### src/rtl/mem_port_arbiter.sv
// Shares one 32-bit memory port between instruction fetch and the data controller.
// One transaction in flight; optional watchdog turns a lost M_Ack into a bus error.
module mem_port_arbiter #(
   parameter bit          FAIR    = 1'b1,
   parameter int unsigned TIMEOUT = 0
) (
   input  logic        clock,
   input  logic        reset,
   input  logic [29:0] I_Address,
   input  logic        I_ReadEnable,
   output logic        I_Ready,
   output logic [31:0] I_ReadData,
   output logic        I_BusErr,
   input  logic [29:0] D_Address,
   input  logic [31:0] D_WriteData,
   input  logic [3:0]  D_WriteEnable,
   input  logic        D_ReadEnable,
   output logic        D_Ready,
   output logic [31:0] D_ReadData,
   output logic        D_BusErr,
   output logic [29:0] M_Address,
   output logic [31:0] M_WriteData,
   output logic [3:0]  M_WriteEnable,
   output logic        M_ReadEnable,
   input  logic        M_Ack,
   input  logic [31:0] M_ReadData,
   output logic        Busy
);

   typedef enum logic [2:0] {IDLE, BUSY_I, BUSY_D, RESP_I, RESP_D} state_t;
   typedef enum logic {GRANT_I, GRANT_D} grant_t;

   localparam logic [15:0] TIMEOUT_CYCLES = 16'(TIMEOUT);

   state_t      state;
   grant_t      last_grant;
   logic [15:0] wd_count;
   logic        i_pending;
   logic        d_pending;
   logic        pick_d;
   logic        wd_expired;

   always_comb begin
      i_pending = I_ReadEnable;
      d_pending = D_ReadEnable | (|D_WriteEnable);
      if (i_pending && d_pending)
         pick_d = !FAIR || (last_grant == GRANT_I);
      else
         pick_d = d_pending;
      // count holds completed idle BUSY cycles, so expiry fires on the TIMEOUT-th one
      wd_expired = (TIMEOUT_CYCLES != '0) && ((wd_count + 16'd1) == TIMEOUT_CYCLES);
   end

   always_ff @(posedge clock) begin
      if (reset) begin
         state         <= IDLE;
         last_grant    <= GRANT_I;
         wd_count      <= '0;
         M_Address     <= '0;
         M_WriteData   <= '0;
         M_WriteEnable <= '0;
         M_ReadEnable  <= 1'b0;
         I_Ready       <= 1'b0;
         D_Ready       <= 1'b0;
         I_BusErr      <= 1'b0;
         D_BusErr      <= 1'b0;
         I_ReadData    <= '0;
         D_ReadData    <= '0;
         Busy          <= 1'b0;
      end else begin
         I_Ready  <= 1'b0;
         D_Ready  <= 1'b0;
         I_BusErr <= 1'b0;
         D_BusErr <= 1'b0;
         case (state)
            IDLE: begin
               wd_count <= '0;
               if (pick_d) begin
                  state         <= BUSY_D;
                  last_grant    <= GRANT_D;
                  Busy          <= 1'b1;
                  M_Address     <= D_Address;
                  M_WriteData   <= D_WriteData;
                  M_WriteEnable <= D_WriteEnable;
                  M_ReadEnable  <= ~|D_WriteEnable;
               end else if (i_pending) begin
                  state         <= BUSY_I;
                  last_grant    <= GRANT_I;
                  Busy          <= 1'b1;
                  M_Address     <= I_Address;
                  M_WriteData   <= '0;
                  M_WriteEnable <= '0;
                  M_ReadEnable  <= 1'b1;
               end
            end
            BUSY_I, BUSY_D: begin
               if (M_Ack || wd_expired) begin
                  M_WriteEnable <= '0;
                  M_ReadEnable  <= 1'b0;
                  if (state == BUSY_I) begin
                     state      <= RESP_I;
                     I_Ready    <= 1'b1;
                     I_BusErr   <= !M_Ack;
                     I_ReadData <= M_Ack ? M_ReadData : '0;
                  end else begin
                     state    <= RESP_D;
                     D_Ready  <= 1'b1;
                     D_BusErr <= !M_Ack;
                     if (!M_Ack)
                        D_ReadData <= '0;
                     else if (M_ReadEnable)
                        D_ReadData <= M_ReadData;
                  end
               end else begin
                  wd_count <= wd_count + 16'd1;
               end
            end
            default: begin
               state <= IDLE;
               Busy  <= 1'b0;
            end
         endcase
      end
   end

endmodule

### config.mk
export PLATFORM = sky130hd
export DESIGN_NAME = mem_port_arbiter
export DESIGN_NICKNAME = d
export VERILOG_FILES = /design/src/rtl/mem_port_arbiter.sv
export SDC_FILE = /design/constraint.sdc
export NUM_CORES = 1
export LEC_CHECK = 0
export ABC_CLOCK_PERIOD_IN_PS = 1920
export BUFFER_PORTS_ARGS = -buffer_cell sky130_fd_sc_hd__buf_2
export CORE_MARGIN = 5
export CORE_UTILIZATION = 41
export CTS_BUF_LIST = sky130_fd_sc_hd__clkbuf_16
export DETAILED_ROUTE_END_ITERATION = 8
export PLACE_DENSITY = 0.72
export SYNTH_ARGS = -nofsm -noshare
export SYNTH_HDL_FRONTEND = slang
export SYNTH_SLANG_ARGS = --single-unit
### constraint.sdc
create_clock -name clock -period 1.92 [get_ports clock]
set_clock_uncertainty 0.15 [all_clocks]
set_input_delay 0.384 -clock clock [delete_from_list [all_inputs] [get_ports clock]]
set_output_delay 0.384 -clock clock [all_outputs]
set_load 0.02 [all_outputs]
# Word-level counts from Yosys, hierarchy flattened
# Cells that the tools add are included.
[op_classes]
add_sub_neg = 0
n_mul = 0
div_mod_pow = 0
magnitude_cmp = 0
eq_ne = 4
n_shift = 0
n_mux = 24
n_bitwise = 5
n_reduce_logical = 17
[op_table]
columns = ["operator", "n"]
rows = [
  ["$mux W32", 2],
  ["$mux W30", 2],
  ["$mux W3", 4],
  ["$mux W4", 3],
  ["$reduce_or A4 Y1", 3],
  ["$mux W1", 9],
  ["$pmux W4 S2", 1],
  ["$pmux W3 S2", 1],
  ["$reduce_and A2 Y1", 3],
  ["$reduce_and A3 Y1", 2],
  ["$not A1 Y1", 4],
  ["$pmux W1 S2", 2],
  ["$reduce_and A4 Y1", 1],
  ["$reduce_bool A2 Y1", 2],
  ["$eq A3 B1 Y1 const B", 1],
  ["$eq A3 B2 Y1 const B", 1],
  ["$logic_not A3 Y1", 1],
  ["$ne A3 B3 Y1 const B", 1],
  ["$reduce_or A3 Y1", 1],
  ["$logic_not A1 Y1", 2],
  ["$ne A2 B2 Y1 const B", 1],
  ["$reduce_or A2 Y1", 1],
  ["$logic_and A1 B1 Y1", 1],
  ["$or A1 B1 Y1", 1],
]
[word_totals]
regBits = 140
latchBits = 0
ram_bits = 0
romBits = 0
out_inout_bits = 136
memories = 0

# Longest topological paths before layout
# Gate-level depths: netlist (run 1).
[depth]
word_depth = 6
mapped_depth = 7
ltp_nobuf = 4

# Worst setup path before layout (run 1)
# OpenSTA, ideal clock, no wires.
[synth_timing]
path_type = "input -> register"
start = "in D_WriteEnable[3]"
end = "reg M_Address[10]"
setup_ns = 0.146
t_arrival_ns = 1.625
required_ns = 1.624
path_slack_ns = -0.001
path_stages = 5
path_buffers = 1
path_cell_list = "or4_4 -> o21ai_4 -> buf_4 -> mux2i_1 -> a211oi_2"
[synth_between]
elab_chain_len = 6
elab_cells_between_ends = 7
classes_between = "mux (2); bitwise (1); reduce/logical (4)"
[synth_lines]
columns = ["element", "line", "text"]
rows = [
  ["from (decl)", "16", "input logic [3:0] D_WriteEnable,"],
  ["$reduce_or A4 Y1 (*)", "45", "d_pending = D_ReadEnable | (|D_WriteEnable);"],
  ["$or A1 B1 Y1 (*)", "45", ""],
  ["$logic_and A1 B1 Y1", "46", "if (i_pending && d_pending)"],
  ["$mux W1 (*)", "46", ""],
  ["$reduce_bool A2 Y1 (no source line)", "--", ""],
  ["$reduce_and A2 Y1 (no source line)", "--", ""],
  ["to (signal assigned)", "82", "M_Address <= D_Address;"],
  ["to (signal assigned)", "90", "M_Address <= I_Address;"],
  ["to (decl)", "21", "output logic [29:0] M_Address,"],
]
# Every way passes the cells marked *; elsewhere a longest branch is shown, timed or not.
# A chain may end at the register's enable or synchronous reset.

# Worst setup path in the final report (run 1)
[layout_timing]
start = "reg state[2]"
end = "reg M_WriteData[20]"
[layout_between]
elab_chain_len = 2
[layout_lines]
columns = ["element", "line", "text"]
rows = [
  ["from (decl)", "35", "state_t state;"],
  ["from (signal assigned)", "56", "state <= IDLE;"],
  ["from (signal assigned)", "79", "state <= BUSY_D;"],
  ["from (signal assigned)", "87", "state <= BUSY_I;"],
  ["$logic_not A3 Y1", "75", "case (state)"],
  ["$reduce_and A2 Y1 (no source line)", "--", ""],
  ["to (signal assigned)", "83", "M_WriteData <= D_WriteData;"],
  ["to (decl)", "22", "output logic [31:0] M_WriteData,"],
]
# No other way between the ends.

==> results of run 1 <==
-- layout make-up --
type	count	area share, %
clock buffers	17	5.72
clock inverters	15	1.67
inverters	3	0.152
multi-input cells	368	29.7
flip-flops and latches	140	37.7
well taps	172	2.90
repair buffers	300	22.2
-- layout by cell type, fill, tap and decap left out, types with 2 or more instances in the layout --
cell type / netlist / final
dfxtp_1: 140 / 140
nor2_1: 35 / 34
buf_12: 0 / 5
buf_4: 4 / 28
conb_1: 1 / 2
clkinvlp_4: 0 / 5
nor3_1: 7 / 6
inv_6: 0 / 2
a2111oi_0: 2 / 2
nand2_1: 132 / 132
mux2i_1: 30 / 30
nor4b_1: 4 / 4
inv_1: 3 / 3
clkbuf_16: 0 / 17
a211oi_2: 20 / 21
a22o_1: 32 / 32
a21oi_1: 71 / 70
buf_2: 14 / 267
or3_1: 2 / 2
clkinv_2: 0 / 6
a211oi_1: 9 / 8
a31o_2: 4 / 4
-- cells by family after synthesis --
family                 Yosys count
other                            1
AND/OR/NAND/NOR                190
multiplexers                    30
AO/OA/AOI/OAI                  145
buffers and inverters           49
flip-flops                     140
XOR/XNOR                         1
-- repair_timing --
item	CTS	global route
setup endpoints to repair	25	15
resized for setup	1	4
buffers inserted	0	0
-- power groups by stage --
stage / logic (mW) / registers [mW] / clock network [mW]
floorplan: 0.663 / 3.61 / 0
global placement: 1.53 / 3.32 / 0
detailed placement: 1.55 / 3.33 / 0
CTS: 1.56 / 3.26 / 3.08
global route: 1.68 / 3.29 / 3.23
finish: 1.55 / 3.26 / 3.01
-- state kept, by name (all words and copies together) (netlist names), 3 cells and up --
name,flops
D_ReadData,32
M_WriteEnable,4
state,3
M_Address,30
I_ReadData,32
M_WriteData,32
-- worst max-delay path by stage --
| stage | cells after the start | end | slack, ns | from |
|---|---|---|---|---|
| after global routing | 5 | M_Address[21]$_SDFFE_PP0P_ | 0.02 | state[2]$_SDFFE_PP0P_ |
| final | 6 | M_WriteData[20]$_SDFFE_PP0P_ | 0.09 | state[2]$_SDFFE_PP0P_ |
| after global placement | 6 | M_Address[3]$_SDFFE_PP0P_ | -0.20 | D_WriteEnable[3] |
| after detailed placement | 6 | M_Address[29]$_SDFFE_PP0P_ | -0.23 | D_WriteEnable[3] |
| after floorplan | 5 | M_Address[10]$_SDFFE_PP0P_ | -0.001 | D_WriteEnable[3] |
| after CTS | 5 | M_Address[21]$_SDFFE_PP0P_ | 0.02 | state[2]$_SDFFE_PP0P_ |
-- per-layer routing --
| layer | vias up | part of all wire (%) | track usage, % |
|---|---|---|---|
| met5 | - | 0 | 0 |
| met1 | 2195 | 41 | 23.4 |
| met3 | 21 | 11 | 8.39 |
| met2 | 194 | 47 | 32.6 |
| met4 | 0 | 1.7 | 6.65 |
| li1 | 2473 | - | - |
-- worst register-to-register path, cell delays in order, from the launching register on --
cell and delay, ns:
dfxtp_1 0.31, or3_1 0.43, a21oi_4 0.20, buf_4 0.14
nor2_2 0.04, buf_4 0.20, a22o_1 0.26
==> out/qor.txt, run 1 <==
Tmin final = 1.83 ns
Yosys top cell by area = dfxtp_1
CP delay by family, top = simple AND/OR/NAND/NOR gates
Final Power = 7.82 mW
Pint = 5.55 mW
Drt via density = 4.81
Synth top area share = 54.0%
Mean cell area of the mapped netlist = 9.33 µm²
Reg area = 0.00280 mm²
Final worst path period share = 95.3%
P&R area growth vs syn = 43.3%
Fin. max-slew vios = 0
Reg power frac = 41.7%
Clk Latency, worst-skew pair = 0.41 ns
Startpoint types = register
Antenna Diode Count = 0
Fin util = 59.4%
Clk root buf = clkbuf_16
CP bufs+invs = 2
PwrDens = 1050 mW/mm²
Floorplan row count = 41
Port Buffers = 268
Worst vdd ir = 0.588 mV
Cell count after synthesis = 556
Cell Count, Final, Fillers Out = 1,015
RSZ-0062 raised after global routing = no
Seq cells post-synth = 140
Core Footprint = 0.0125 mm²
Slowest CP cell = or3_1
Hold slack = 0.0306 ns
Max-Cap Viols = 0
Worst Setup End Kind = register
Post-DRT Antenna Nets = 0
DRT Pass-1 Iters = 5
Pre-CTS WS = -0.226 ns
Adder-cell share of the synthesized area = 0%
R2R Setup Slk = 0.09 ns
Placed cell area = 0.00687 mm²
Setup WS post-layout = 0.0908 ns
Synth Area in XOR/XNOR = 0.169%
Sequential area share after synthesis = 54.0%
First-pass GRT wire length = 23.6 mm
Die extent in x = 122 µm
Final setup viols = 0
DRC = 0
Top Ports = 269
Hold EP = M_WriteData[21]$_SDFFE_PP0P_
Max Buffers Root-to-Sink = 2
CP required = 2.07 ns
Fin. Hold Viols = 0
Via count = 4,883
DP HPWL = 11.1 mm
FFs w/ async S/R, synth = 0%
Max stage delay on crit path = 0.43 ns
Mux contribution to synthesized area = 5.79%
Placed cells = 983
Most common cell in the netlist = dfxtp_1
Sw Share = 29.0%
Status = complete, no violations
Final nets = 963
Largest net degree at the start of global routing = 51
Clock sink total = 140
Remaining global-route overflow = 0
Worst R2R Path Depth = 6
Cells along the critical path = or3_1 > a21oi_4 > buf_4 > nor2_2 > buf_4 > a22o_1
Clk pwr share = 38.5%
Worst R2R Start = state[2]$_SDFFE_PP0P_
Worst hold path type = input pin to register
Die Y-Extent = 122 µm
Synth Area in Simple Gates = 15.2%
Hold path depth = 2
Initial DRC Count = 248
Hold_buf cts = 0
Compound-cell area share of the yosys netlist = 20.6%
Comb power frac = 19.8%
EDFF count, synth = 0
Pleak = 3.40 nW
Cell Area, Synth = 0.00519 mm²
GRT Total Usage = 19.8%
Slew @ Worst Pin = 0.502 ns
Total negative slack = 0 ns
Top post-synthesis cells by count = dfxtp_1, nand2_1, a21oi_1
Kind of critical path = register to register
WL per Instance = 15.1 µm
CTS clk-pin slew, worst paths = 0.06 ns
Hold_sp = D_WriteData[21]
Max-slew headroom = 66.2%
CP most frequent cell = buf_4
Unique cell type count in the Yosys netlist = 36
Top FF cell, synth = dfxtp_1
Synth Warn # = 0
Data arrival, critical path = 1.98 ns
Switching power = 2.27 mW
Critical R2R Capture = M_WriteData[20]$_SDFFE_PP0P_
Filler cells = 1,171
Largest cells by area after synthesis = dfxtp_1, nand2_1, a21oi_1
CP Max Fanout = 13
CTS tree = yes
Initial antenna violation count = 0
CTS H-tree depth = 4
TritonCTS Buffers = 17
DRT Wirelength = 15.3 mm
Gpl congestion = 0.797
Vias in the first global route = 4,739
DIE AREA = 0.0150 mm²
Fin area = 0.00743 mm²
Starting Density = 41.4%
FMAX = 547 MHz
Area of the multi-input gates = 0.00221 mm²
Largest family of logic cells by synthesized area = compound AO/OA/AOI/OAI gates
Share of layout cells above drive strength 1 = 43.4%
Power figures use the tool's default switching activity.
==> inputs of run 2 (changes only) <==
==> config.mk (replaced) <==
export PLATFORM = sky130hd
export DESIGN_NAME = mem_port_arbiter
export DESIGN_NICKNAME = d
export VERILOG_FILES = /design/src/rtl/mem_port_arbiter.sv
export SDC_FILE = /design/constraint.sdc
export NUM_CORES = 1
export LEC_CHECK = 0
export ABC_CLOCK_PERIOD_IN_PS = 2100
export BUFFER_PORTS_ARGS = -buffer_cell sky130_fd_sc_hd__buf_2
export CORE_MARGIN = 5
export CORE_UTILIZATION = 45
export CTS_BUF_LIST = sky130_fd_sc_hd__clkbuf_16
export DETAILED_ROUTE_END_ITERATION = 8
export PLACE_DENSITY = 0.76
export REMOVE_ABC_BUFFERS = 1
export SYNTH_ARGS = -nofsm -noshare
export SYNTH_HDL_FRONTEND = slang
export SYNTH_SLANG_ARGS = --single-unit
==> constraint.sdc (replaced) <==
create_clock -name clock -period 2.1 [get_ports clock]
set_clock_uncertainty 0.15 [all_clocks]
set_input_delay 0.42 -clock clock [delete_from_list [all_inputs] [get_ports clock]]
set_output_delay 0.42 -clock clock [all_outputs]
set_load 0.02 [all_outputs]
==> out/qor.txt, run 2 (synthesized netlist as in run 1, its figures left out) <==
Remaining global-route overflow = 0 (unchanged)
CP required = 2.28 ns (+0.21 ns)
Most frequent cells in the layout = buf_2, dfxtp_1, nand2_1, a21oi_1, nor2_1
Final setup viols = 0 (unchanged)
Hold_buf cts = 0 (unchanged)
Top Ports = 269 (unchanged)
Status = complete, no violations
Post-DRT Antenna Nets = 0 (unchanged)
DRC = 0 (unchanged)
Worst R2R Path Depth = 5 (-1)
Biggest regs = D_ReadData x32, I_ReadData x32, M_WriteData x32
Clk root buf = clkbuf_16
Starting Density = 45.6% (+4.2 points)
Startpoint types = register
Reg area = 0.00280 mm² (unchanged)
Cts repair resizes = 1 (unchanged)
WL per Instance = 16.2 µm (+7.6%)
Hold path depth = 2 (unchanged)
Final worst path period share = 93.7% (-1.6 points)
Port Buffers = 268 (unchanged)
Clk Latency, worst-skew pair = 0.42 ns (about the same)
Area of the multi-input gates = 0.00220 mm² (-0.23%)
Max Buffers Root-to-Sink = 2 (unchanged)
DRT Pass-1 Iters = 5 (unchanged)
Worst R2R Start = state[2]$_SDFFE_PP0P_
Pleak = 3.39 nW (-0.35%)
GRT Total Usage = 22.7% (+2.8 points)
Largest net degree at the start of global routing = 52 (+2.0%)
Die Y-Extent = 117 µm (-4.2%)
Vias in the first global route = 5,213 (+10%)
Fin. max-slew vios = 0 (unchanged)
Final nets = 954 (-0.93%)
Kind of critical path = register to register
Placed cell area = 0.00679 mm² (-1.1%)
CTS tree = yes
Filler cells = 933 (-20%)
R2R Setup Slk = 0.13 ns (+0.04 ns)
Data arrival, critical path = 2.15 ns (+0.17 ns)
Placed cells = 945 (-3.9%)
CP Max Fanout = 49 (+36)
Core Footprint = 0.0114 mm² (-9.2%)
Post CTS Setup Buffer Count = 0 (unchanged)
Via count = 4,987 (+2.1%)
First-pass GRT wire length = 25.7 mm (+9.2%)
Hold EP = M_WriteData[21]$_SDFFE_PP0P_
Gpl congestion = 0.784 (-1.7%)
CTS clk-pin slew, worst paths = 0.06 ns (about the same)
FMAX = 508 MHz (-7.1%)
DRT Wirelength = 15.8 mm (+3.5%)
Cell Count, Final, Fillers Out = 977 (-3.7%)
Clock sink total = 140 (unchanged)
Die extent in x = 117 µm (-4.2%)
Max-Cap Viols = 0 (unchanged)
RSZ-0062 raised after global routing = no
Initial antenna violation count = 0 (unchanged)
Antenna Diode Count = 0 (unchanged)
Floorplan row count = 39 (-4.9%)
TritonCTS Buffers = 17 (unchanged)
CTS H-tree depth = 4 (unchanged)
Commonest non-fill, non-tap cell in the layout = buf_2
DP HPWL = 11.3 mm (+1.7%)
Worst Setup End Kind = register
Fin area = 0.00740 mm² (-0.49%)
Fin. Hold Viols = 0 (unchanged)
P&R area growth vs syn = 42.6%
Hold_sp = D_WriteData[21]
Critical R2R Capture = M_Address[26]$_SDFFE_PP0P_
Initial DRC Count = 297 (+20%)
DIE AREA = 0.0138 mm² (-8.2%)
Worst vdd ir = 0.762 mV (+30%)
Drt via density = 5.10 (+6.1%)
PwrDens = 1010 mW/mm² (-4.3%)
Share of layout cells above drive strength 1 = 42.1% (-1.3 points)
Worst hold path type = input pin to register
Tmin final = 1.97 ns (+0.139 ns)
## run 2: changes by cell type in the layout (fill, tap and decap cells not counted), moves of 2 or more
cell,change
clkinv_2,-4
clkinv_1,+4
clkinvlp_4,-2
inv_6,-2
bufinv_16,+3
buf_4,-11
## run 2: power breakdown
part / total (mW) / leakage, nW / internal, mW / switching [mW]
Sequential: 3.00 / 1.14 / 2.88 / 0.119
Clock: 3.06 / 0.290 / 1.96 / 1.10
Combinational: 1.39 / 1.95 / 0.553 / 0.834
Total: 7.45 / 3.39 / 5.39 / 2.06
## run 2: critical path, stage by stage (launching register included)
cell	delay, ns
dfxtp_1	0.31
or3_1	0.47
a21oi_4	0.22
buf_6	0.37
nor2_1	0.10
a211oi_1	0.25
## run 2: worst max-delay path by stage
stage	slack [ns]	start	end	cells after the start
global route	0.02	state[1]$_SDFFE_PP0P_	M_Address[19]$_SDFFE_PP0P_	5
global placement	-0.05	D_WriteEnable[3]	M_WriteEnable[1]$_SDFFE_PP0P_	7
detailed placement	-0.09	D_WriteEnable[3]	M_Address[8]$_SDFFE_PP0P_	6
CTS	0.12	state[2]$_SDFFE_PP0P_	M_Address[26]$_SDFFE_PP0P_	5
finish	0.13	state[2]$_SDFFE_PP0P_	M_Address[26]$_SDFFE_PP0P_	5
floorplan	-3.80	state[2]$_SDFFE_PP0P_	M_WriteData[0]$_SDFFE_PP0P_	4
## run 2: cell type report
class	count	area share, %
repair buffers	291	21.6
clock inverters	15	2.44
inverters	3	0.152
clock buffers	17	5.75
flip-flops and latches	140	37.9
well taps	143	2.42
multi-input cells	368	29.8
## run 2: metal layers
layer	part of all wire, %	vias to the layer above	global-route usage [%]
met1	39	2316	24.2
met4	1.9	0	8.70
li1	-	2455	-
met2	49	191	39.3
met5	0	-	0
met3	9.8	25	9.72
## run 2: per-stage QoR
stage | hold WS, ns | TNS (ns) | utilization [%] | power, mW | setup WS, ns
finish | 0.0546 | 0 | 65.0 | 7.45 | 0.132
global route | 0.0501 | 0 | 65.0 | 7.77 | 0.0177
CTS | 0.0442 | 0 | 65.0 | 7.51 | 0.119
detailed placement | 0.296 | -1.98 | 59.7 | 4.44 | -0.0929
global placement | 0.289 | -0.775 | 59.7 | 4.39 | -0.0522
floorplan | 0.307 | -272.53 | - | 3.86 | -3.80
